`src/rtl/poly_mult_seq.sv`:
```
// Control sequencer for a shift-register polynomial multiplier: loads the
// coefficient registers, rotates them N times and gates the accumulator.
module poly_mult_seq #(
  parameter  int N     = 4,
  parameter  int LAT   = 1,
  localparam int IDX_W = (N > 1) ? $clog2(N) : 1
) (
  input  logic             clk,
  input  logic             reset,
  input  logic             start_valid,
  output logic             start_ready,
  input  logic             abort,
  output logic             csr_load,
  output logic             csr_shift,
  output logic             acc_clr,
  output logic             acc_en,
  output logic [IDX_W-1:0] coef_idx,
  output logic             busy,
  output logic             done_valid,
  input  logic             done_ready,
  output logic [7:0]       op_count
);

  localparam int STEP_W = $clog2(N + LAT + 1);
  localparam logic [STEP_W-1:0] RUN_LAST   = STEP_W'(N - 1);
  localparam logic [STEP_W-1:0] DRAIN_LAST = STEP_W'(N + LAT - 1);

  typedef enum logic [2:0] {IDLE, LOAD, RUN, DRAIN, DONE} state_t;

  state_t             state_q, state_d;
  logic [STEP_W-1:0]  step_q, step_d;
  logic [7:0]         op_count_q, op_count_d;
  logic               start_ready_q, start_ready_d;
  logic               csr_load_q, csr_load_d;
  logic               csr_shift_q, csr_shift_d;
  logic               acc_clr_q, acc_clr_d;
  logic               acc_en_q, acc_en_d;
  logic               busy_q, busy_d;
  logic               done_valid_q, done_valid_d;
  logic [IDX_W-1:0]   coef_idx_q, coef_idx_d;

  // step counts cycles since the first RUN cycle and keeps counting through
  // DRAIN, so the delayed accumulate window is simply step >= LAT.
  always_comb begin
    state_d    = state_q;
    step_d     = step_q;
    op_count_d = op_count_q;
    case (state_q)
      IDLE: if (start_valid) state_d = LOAD;
      LOAD: begin
        step_d = '0;
        state_d = abort ? IDLE : RUN;
      end
      RUN: begin
        if (abort) begin
          state_d = IDLE;
        end else begin
          step_d = step_q + STEP_W'(1);
          if (step_q == RUN_LAST) state_d = (LAT == 0) ? DONE : DRAIN;
        end
      end
      DRAIN: begin
        if (abort) begin
          state_d = IDLE;
        end else begin
          step_d = step_q + STEP_W'(1);
          if (step_q == DRAIN_LAST) state_d = DONE;
        end
      end
      DONE: begin
        if (done_ready) begin
          state_d    = IDLE;
          op_count_d = op_count_q + 8'd1;
        end
      end
      default: state_d = IDLE;
    endcase

    start_ready_d = (state_d == IDLE);
    csr_load_d    = (state_d == LOAD);
    acc_clr_d     = (state_d == LOAD);
    csr_shift_d   = (state_d == RUN);
    acc_en_d      = ((state_d == RUN) || (state_d == DRAIN)) && (int'(step_d) >= LAT);
    busy_d        = (state_d == LOAD) || (state_d == RUN) || (state_d == DRAIN);
    done_valid_d  = (state_d == DONE);
    coef_idx_d    = (state_d == RUN) ? step_d[IDX_W-1:0] : '0;
  end

  always_ff @(posedge clk) begin
    if (!reset) begin
      state_q       <= IDLE;
      step_q        <= '0;
      op_count_q    <= '0;
      start_ready_q <= 1'b1;
      csr_load_q    <= 1'b0;
      csr_shift_q   <= 1'b0;
      acc_clr_q     <= 1'b0;
      acc_en_q      <= 1'b0;
      busy_q        <= 1'b0;
      done_valid_q  <= 1'b0;
      coef_idx_q    <= '0;
    end else begin
      state_q       <= state_d;
      step_q        <= step_d;
      op_count_q    <= op_count_d;
      start_ready_q <= start_ready_d;
      csr_load_q    <= csr_load_d;
      csr_shift_q   <= csr_shift_d;
      acc_clr_q     <= acc_clr_d;
      acc_en_q      <= acc_en_d;
      busy_q        <= busy_d;
      done_valid_q  <= done_valid_d;
      coef_idx_q    <= coef_idx_d;
    end
  end

  assign start_ready = start_ready_q;
  assign csr_load    = csr_load_q;
  assign csr_shift   = csr_shift_q;
  assign acc_clr     = acc_clr_q;
  assign acc_en      = acc_en_q;
  assign busy        = busy_q;
  assign done_valid  = done_valid_q;
  assign coef_idx    = coef_idx_q;
  assign op_count    = op_count_q;

endmodule

```
`config.mk`:
```
export PLATFORM = sky130hd
export DESIGN_NAME = poly_mult_seq
export DESIGN_NICKNAME = d
export VERILOG_FILES = /design/src/rtl/poly_mult_seq.sv
export SDC_FILE = /design/constraint.sdc
export NUM_CORES = 1
export LEC_CHECK = 0
export ABC_AREA = 1
export CAP_MARGIN = 10
export CORE_UTILIZATION = 45
export CTS_CLUSTER_SIZE = 8
export DETAILED_ROUTE_END_ITERATION = 7
export GPL_TIMING_DRIVEN = 0
export PLACE_DENSITY = 0.73
export SETUP_SLACK_MARGIN = 0.3
export SLEW_MARGIN = 20
export SYNTH_ARGS = -nofsm -noshare
export SYNTH_HDL_FRONTEND = slang
export SYNTH_SLANG_ARGS = --single-unit
export TNS_END_PERCENT = 50
```
`constraint.sdc`:
```
create_clock -name clk -period 1.3 [get_ports clk]
set_input_delay 0.26 -clock clk [delete_from_list [all_inputs] [get_ports clk]]
set_output_delay 0.26 -clock clk [all_outputs]
set_load 0.03 [all_outputs]
```
==> impl.org, run 1 <==
** Worst setup path
- Endpoint of the worst register-to-register path :: step_q[2]
- The worst setup path is launched from a flip-flop.
- Setup slack on the worst reg-to-reg path comes out at 0.02 ns.
- For the worst setup path, the data arrival time is 1.53 ns.
- Peak fanout along the critical path :: 3
- Kind of end point of the critical path :: flip-flop
- The worst setup path is of the reg -> reg kind.
- Number of cell instances on the worst register-to-register path :: 6
- Startpoint of the worst register-to-register path :: step_q[0]
- STA puts the critical path data required time at 1.56 ns.

** Detailed routing
- Average detailed-routed wire length per instance :: 12.1 um
- After the first detailed-routing iteration, the DRC count stood at 9.
- The first detailed-routing pass took 4 iterations.
- The final layout contains routed wiring with a total length of 2460 um.
- Number of remaining DRC errors :: 0
- The final route contains 1013 vias.
- The count of nets left with antenna violations once routing finished came out at 0.
- Post-detailed-route via-to-cell ratio :: 4.99

** Placed design
- HPWL Detailed :: 1470 um
- Counting tap cells, the placed design contains a total of 187 instances.
- Placer congestion estimate :: 0.858
- Count of buffers inserted at the top-level ports :: 20

** Cells and area
- Share of post-route cells with drive strength above 1 :: 0.574
- Nets@finish :: 186
- Synthesis-to-finish area growth :: 66.2%
- Util after Layout :: 0.819
- The number of antenna diodes in the final layout is 0.
- Post-layout instance count excluding filler cells :: 203

** Hold path
- Classification of the worst-slack hold path :: in -> reg
- Worst Min Path Start :: reset
- Endpoint, Worst Hold :: op_count[6]
- Along the worst hold path, the cell count comes to 3.

** STA
- Setup repair after global routing could not meet its margin everywhere.
- The hold violation total from the final report was 0.
- The worst path needs 1.28 ns of the cycle, external delays included.
- Maximum clock skew at final layout :: 0.00532 ns
- In the finished design, the share of the clock period the worst path needs comes to 0.982.
- The number of pins with negative max-slew slack in the final report came to 0.
- Relative slew slack :: 0.772
- Transition time at the pin with the least slew margin :: 0.341 ns
- Setup violators final :: 0
- Derived from the worst setup path, the maximum achievable clock frequency is 0.784 GHz.

** Global route
- Global router's overall resource usage :: 0.202
- Pin count of the biggest net entering global routing :: 14
- Global routing finished with a remaining overflow of 0.
- The initial antenna violation count was 0.
- Via count of the first global-routing pass :: 927
- The first global-routing pass estimated 3630 um of wire.

** Pwr
- Switching share of total power :: 0.245
- Share of total power in combinational logic :: 0.106
- Cell internal power dissipation :: 0.959 mW
- Summed over all nets, the switching power comes to 0.311 mW.
- For this design the static power due to leakage is 0.724 nW.
- Fraction of power consumed by the clock network :: 0.359
- The share of total power dissipated in sequential elements is 0.535.
- Peak supply drop :: 0.000643 V
- For this design the ratio of total power to cell area is 774 nW/um^2.

** Clock tree
- TritonCTS built the clock tree.
- Max clock buf depth :: 2
- Number of buffers added to fix hold violations after cts :: 0
- Insertion delay of the later-clocked pin in the worst-skew pair :: 0.31 ns
- Clock tree root driver cell :: sky130_fd_sc_hd__clkbuf_4
- CTS built an H-tree with a depth of 1.
- Clock-pin slew was measured on the worst setup and hold paths at 0.13 ns.
- CTS saw 22 sinks.
- Buffers inserted during clock tree synthesis total 3.

** Logic synthesis
- Fraction of the mapped netlist area in simple logic gates :: 0.321
- Distinct cell type count after synthesis :: 19
- The compound-cell area share of the yosys netlist came to 0.0659.
- For this run, the register share of the synthesized area comes to 0.446.
- Of the total synthesized cell area, the portion taken by XOR and XNOR cells is 0.00887.
- Synthesis produced a netlist whose cell count is 140.
- Of the total synthesized cell area, the portion taken by full adders, half adders and majority gates is 0.0507.
- Multiplexer share of the synthesized area :: 0
- When the netlist entered floorplanning its net count stood at 149.
- Avg Inst Size Synth :: 7.05 sq um
- Main combinational cell family by area after synthesis :: simple AND/OR/NAND/NOR gates
- In this run the cell area of the synthesized design comes to 987 sq um.
- Number of synthesized register bits :: 22
- Total of warnings raised by yosys :: 0

** Floorplanning
- The die is 48.8 um wide.
- Std-Cell Rows :: 16
- For this configuration, the core starts out at a cell density of 0.493.
- 22 I/O pins were placed.
- The die is 48.8 um tall.
- Area of the core region :: 2000 sq um
- The die covers 2380 sq um.

** Flow run
- The tool flagged a number of max-cap violations equal to 0.

** Status
- Run status :: finished, final reports clean
-- critical path: stages, from the launching register on --
cell                      delay (ns)
sky130_fd_sc_hd__dfxtp_4        0.39
sky130_fd_sc_hd__ha_4           0.16
sky130_fd_sc_hd__ha_4           0.20
sky130_fd_sc_hd__o21ai_1        0.12
sky130_fd_sc_hd__nand2_1        0.09
sky130_fd_sc_hd__buf_4          0.15
sky130_fd_sc_hd__a21oi_2        0.11
-- cell type report --
cell class | count | area [sq um]
clock buffer | 4 | 47.5
timing repair buffer | 32 | 333
buffer | 2 | 16.3
inverter | 25 | 96.3
fill | 118 | 362
tap | 27 | 33.8
multi-input combinational | 91 | 622
sequential | 22 | 492
-- power groups by stage --
stage | combinational, mW | sequential (mW) | clock, mW
after floorplan | 0.0466 | 0.714 | 0
after global placement | 0.104 | 0.697 | 0
after detailed placement | 0.105 | 0.698 | 0
after CTS | 0.113 | 0.684 | 0.463
after global routing | 0.144 | 0.681 | 0.482
final | 0.134 | 0.680 | 0.456
-- cells by family (layout without fill, tap and decap cells) --
| group | Yosys count | in the layout |
|---|---|---|
| xor gates and xnor gates | 1 | 1 |
| DFF | 22 | 22 |
| adders and majority gates | 4 | 4 |
| AOI/OAI and AO/OA | 13 | 13 |
| buffers and inverters | 27 | 63 |
| and+or+nand+nor | 73 | 73 |
-- metal layers --
layer | part of all wire | wire [um] | up-vias | global-route usage
met2 | 0.54 | 1330 | 14 | 0.384
met1 | 0.41 | 1000 | 490 | 0.201
met3 | 0.023 | 57 | 6 | 0.0374
met4 | 0.026 | 64 | 0 | 0.118
li1 | - | - | 503 | -
met5 | 0 | 0 | - | 0
-- worst max-delay path by stage --
stage	from	endpoint	slack, ns	cells past startpoint
after floorplan	step_q[0]	acc_en	0.15	7
after global placement	abort	start_ready	-0.26	7
after detailed placement	abort	start_ready	-0.29	7
after CTS	step_q[0]	acc_en	0.03	7
after global routing	step_q[1]	acc_en	-0.01	7
final	step_q[0]	step_q[2]	0.02	6
-- repair_timing --
item,4_1_cts,5_1_grt
setup buffers,6,6
pin swaps,2,19
endpoints found under the setup margin,37,38
resized for setup,135,54
-- cells in the final DEF, fill, tap and decap left out, types with 4 or more instances in the layout --
master                    netlist  routed
sky130_fd_sc_hd__inv_2          2       9
sky130_fd_sc_hd__nor2_2         5       4
sky130_fd_sc_hd__nor2_4         0       6
sky130_fd_sc_hd__dfxtp_4        0      10
sky130_fd_sc_hd__ha_4           0       4
sky130_fd_sc_hd__nand2_1       35      22
sky130_fd_sc_hd__buf_4          1       7
sky130_fd_sc_hd__nand2_2        1      11
sky130_fd_sc_hd__inv_1         23      15
sky130_fd_sc_hd__dfxtp_2        0      11
sky130_fd_sc_hd__a21oi_1        9       6
sky130_fd_sc_hd__buf_6          0      23
sky130_fd_sc_hd__nor2_1        19      14
sky130_fd_sc_hd__nand3_1        8       6
-- cell usage after synthesis (all sizes together) --
cell	number	area, sq um
nand2	36	138
inv	25	93.8
nor2	24	103
dfxtp	22	440
a21oi	9	45.0
nand3	8	40.0
ha	4	50.1
o21ai	4	20.0
buf	2	12.5
nand4	2	18.8
nor3	2	10.0
nand3b	1	7.51
xnor2	1	8.76
-- sequential cells by signal, summed over array words and instances, names as in the netlist --
name,flops
csr_shift,1
done_valid,1
step_q,3
start_ready,1
state_q,3
op_count,8
acc_clr,1
acc_en,1
coef_idx,2
busy,1
-- per-stage QoR --
stage                     power [mW]  instance area [sq um]  setup WS [ns]  hold slack, ns  setup TNS [ns]
after CTS                       1.26                   1440         0.0278           0.247               0
after global routing            1.31                   1640       -0.00992           0.285         -0.0195
final                           1.27                   1640         0.0239           0.266               0
after detailed placement       0.803                   1280         -0.291           0.475           -2.41
after floorplan                0.761                   1050          0.152           0.422               0
after global placement         0.801                   1280         -0.262           0.465           -2.09
Note: power is estimated with default switching activity, not from simulation.
==> inputs of run 2 (changes only) <==
CTS_BUF_LIST = sky130_fd_sc_hd__clkbuf_8   (was unset)
==> run 2 against run 1 <==
Net effect:
- sequential power about the same
- via count decreased by 3.7%
- fmax increased by 3.1%
- highest routed layer unchanged
- wire length decreased by 7.7%
- global-route usage decreased by 0.73 points
- power increased by 14%
- utilization decreased by 3.9 points
- clock skew decreased by 0.0013 ns
==> impl.org, run 2 (synthesis results as in run 1) <==
** STA
- The achievable clock frequency is 0.808 GHz (was 0.784 GHz).
- Worst Hold Slack :: 0.322 ns (was 0.266 ns)
- The slew at the pin with the worst max-slew slack is 0.312 ns (was 0.341 ns).
- Maximum clock skew at final layout :: 0.00403 ns (was 0.00532 ns)
- The slack of the critical path was 0.0623 ns (was 0.0239 ns).
- Unrepaired setup endpoints after global routing :: yes (unchanged)
- Setup total negative slack :: 0 ns (unchanged)
- Final Hold Vio Count :: 0 (unchanged)
- The worst slew margin relative to its limit is 0.791 (was 0.772).
- Post-layout minimum cycle time :: 1.24 ns (was 1.28 ns)
- The number of pins with negative max-slew slack in the final report came to 0 (unchanged).
- Final critical-path share of the clock period :: 0.952 (was 0.982)
- Setup violators final :: 0 (unchanged)

** Worst setup path
- The required time reported for the critical path endpoint was 1.45 ns (was 1.56 ns).
- Delay of the slowest critical-path stage :: 0.37 ns (was 0.39 ns)
- The start of the worst register-to-register path is step_q[1] (was step_q[0]).
- Path type of the worst setup path :: reg -> reg (unchanged)
- The slowest cell on the critical path was sky130_fd_sc_hd__dfxtp_4 (unchanged).
- Sort of element at the start of the critical path :: flip-flop (unchanged)
- The arrival time of data at the critical path endpoint came to 1.39 ns (was 1.53 ns).
- Peak fanout along the critical path :: 3 (unchanged)
- Worst path cell trace :: ha_4 > ha_4 > o21ai_1 > nand2_1 > nand2_1 > nor2_1 > a21oi_1 (was ha_4 > ha_4 > o21ai_1 > nand2_1 > buf_4 > a21oi_2)
- The reg-to-reg setup timing slack was 0.06 ns (was 0.02 ns).
- Crit. Startpoint :: step_q[1] (was step_q[0])
- Number of cell instances on the worst register-to-register path :: 7 (was 6)
- The kind of end point of the critical path was a flip-flop (unchanged).

** Pwr
- Peak supply drop :: 0.000843 V (was 0.000643 V)
- The power per cell area came to 923 nW/um^2 (was 774 nW/um^2).
- Design Power :: 1.44 mW (was 1.27 mW)
- Leakage component of the power :: 0.688 nW (was 0.724 nW)

** Placed design
- Count of buffers inserted at the top-level ports :: 20 (unchanged)
- The number of instances in the placed design was 187 (unchanged).
- Placer congestion estimate :: 0.858 (unchanged)
- The worst slack at placement came to -0.291 ns (unchanged).
- The HPWL reported at the end of detailed placement was 1470 um (unchanged).

** Hold path
- Worst Min Path Start :: reset (unchanged)
- Number of cells on the worst hold path :: 3 (unchanged)
- Classification of the worst-slack hold path :: in -> reg (unchanged)

** Cells and area
- Leading cell types in the layout, fill and taps excluded :: sky130_fd_sc_hd__nand2_1, sky130_fd_sc_hd__inv_1, sky130_fd_sc_hd__buf_4 (was sky130_fd_sc_hd__buf_6, sky130_fd_sc_hd__nand2_1, sky130_fd_sc_hd__inv_1)
- The final net count is 183 (was 186).
- The antenna diode instance count is 0 (unchanged).
- Most common cell after layout, fill and taps aside :: sky130_fd_sc_hd__nand2_1 (was sky130_fd_sc_hd__buf_6)
- Share of post-route cells with drive strength above 1 :: 0.497 (was 0.574)
- The area added between synthesis and finish was 58.3% (was 66.2%).
- The post-layout instance count excluding filler cells was 200 (was 203).
- Max reg flops :: 8 (unchanged)

** Clock tree
- CTS tree :: yes (unchanged)
- Clock tree root driver cell :: sky130_fd_sc_hd__clkbuf_8 (was sky130_fd_sc_hd__clkbuf_4)
- The maximum buffer depth of the clock tree was 2 (unchanged).
- The insertion delay of the later-clocked pin in the worst-skew pair is 0.26 ns (was 0.31 ns).
- The H-tree depth reported by CTS is 1 (unchanged).
- Clock tree sinks :: 22 (unchanged)
- The count of hold-fix buffers inserted at cts came to 0 (unchanged).
- The total clock buffers created by CTS was 3 (unchanged).
- The post-CTS clock slew at the launch and capture registers of the worst setup and hold paths came to 0.08 ns (was 0.13 ns).

** Global route
- The aggregate global-route resource usage came to 0.195 (was 0.202).
- The pin count of the biggest net entering global routing came to 14 (unchanged).
- The initial antenna violation count is 0 (unchanged).
- The wire length of the first global-routing pass was 3600 um (was 3630 um).
- Via count of the first global-routing pass :: 921 (was 927)
- The total global routing overflow is 0 (unchanged).

** Detailed routing
- The number of vias in the routed layout is 976 (was 1013).
- Routed Antenna Nets :: 0 (unchanged)
- Sum of routed wire length over all layers :: 2270 um (was 2460 um)
- Average detailed-routed wire length per instance :: 11.3 um (was 12.1 um)
- The number of iterations in the first detailed-routing pass came to 4 (unchanged).
- The mean number of vias per cell is 4.88 (was 4.99).
- DR iter-0 viols :: 16 (was 9)
- The number of DRC violations after detailed routing is 0 (unchanged).

** Flow run
- Max capacitance violation total :: 0 (unchanged)

** Floorplanning
- Die outline height :: 48.8 um (unchanged)
- Die area :: 2380 sq um (unchanged)
- The top-level port count was 22 (unchanged).
- Area of the core region :: 2000 sq um (unchanged)
- The die outline width was 48.8 um (unchanged).
- Std-Cell Rows :: 16 (unchanged)
- The initial cell density of the core came to 0.493 (unchanged).

** Status
- Run status :: finished, final reports clean (unchanged)
==> run 2: layer usage <==
layer	vias up	share of wire	wire length [um]	GRT usage
met4	0	0.026	59	0.0784
met2	20	0.55	1260	0.391
li1	496	-	-	-
met5	-	0	0	0
met1	452	0.39	891	0.195
met3	8	0.026	58	0.0280
==> run 2: stage by stage <==
| stage | utilization | instance area (sq um) |
|---|---|---|
| 4_1_cts | 0.711 | 1420 |
| 3_5_place_dp | 0.641 | 1280 |
| 2_1_floorplan | - | 1050 |
| 6_report | 0.781 | 1560 |
| 5_1_grt | 0.781 | 1560 |
| 3_3_place_gp | 0.641 | 1280 |
==> run 2: layout make-up <==
class                   count  area, sq um
multi-input cells          91          604
clock buffers               3         41.3
plain buffers               2         16.3
inverters                  25         93.8
clock inverters             1         30.0
fillers                   138          439
repair buffers             29          264
well taps                  27         33.8
flip-flops and latches     22          479
==> run 2: worst paths after layout <==
check	endpoint
max	acc_en
min	op_count[4]
max reg2reg	acc_en
min reg2reg	op_count[2]
==> run 2: critical path: cells and delay by family (launching register included) <==
family / cells / cell delay, ns
AOI/OAI and AO/OA: 2 / 0.13
and+or+nand+nor: 3 / 0.23
adders and majority gates: 2 / 0.41
DFF: 1 / 0.37
==> run 2: where the power goes <==
| part | switching [mW] | internal (mW) | total [mW] |
|---|---|---|---|
| Combinational | 0.0790 | 0.0480 | 0.127 |
| Clock | 0.227 | 0.411 | 0.638 |
| Sequential | 0.00806 | 0.670 | 0.678 |
==> run 2: what timing repair did <==
item | CTS | global route
gates cloned | 0 | 0
setup endpoints to repair | 37 | 38
buffers inserted | 4 | 5
pin swaps | 3 | 18
gates resized for setup | 122 | 40
==> inputs of run 3 (changes only) <==
CAP_MARGIN = unset   (was 10)
==> results of run 3 <==
The final DEF is identical to that of run 2; final timing and power are the same.
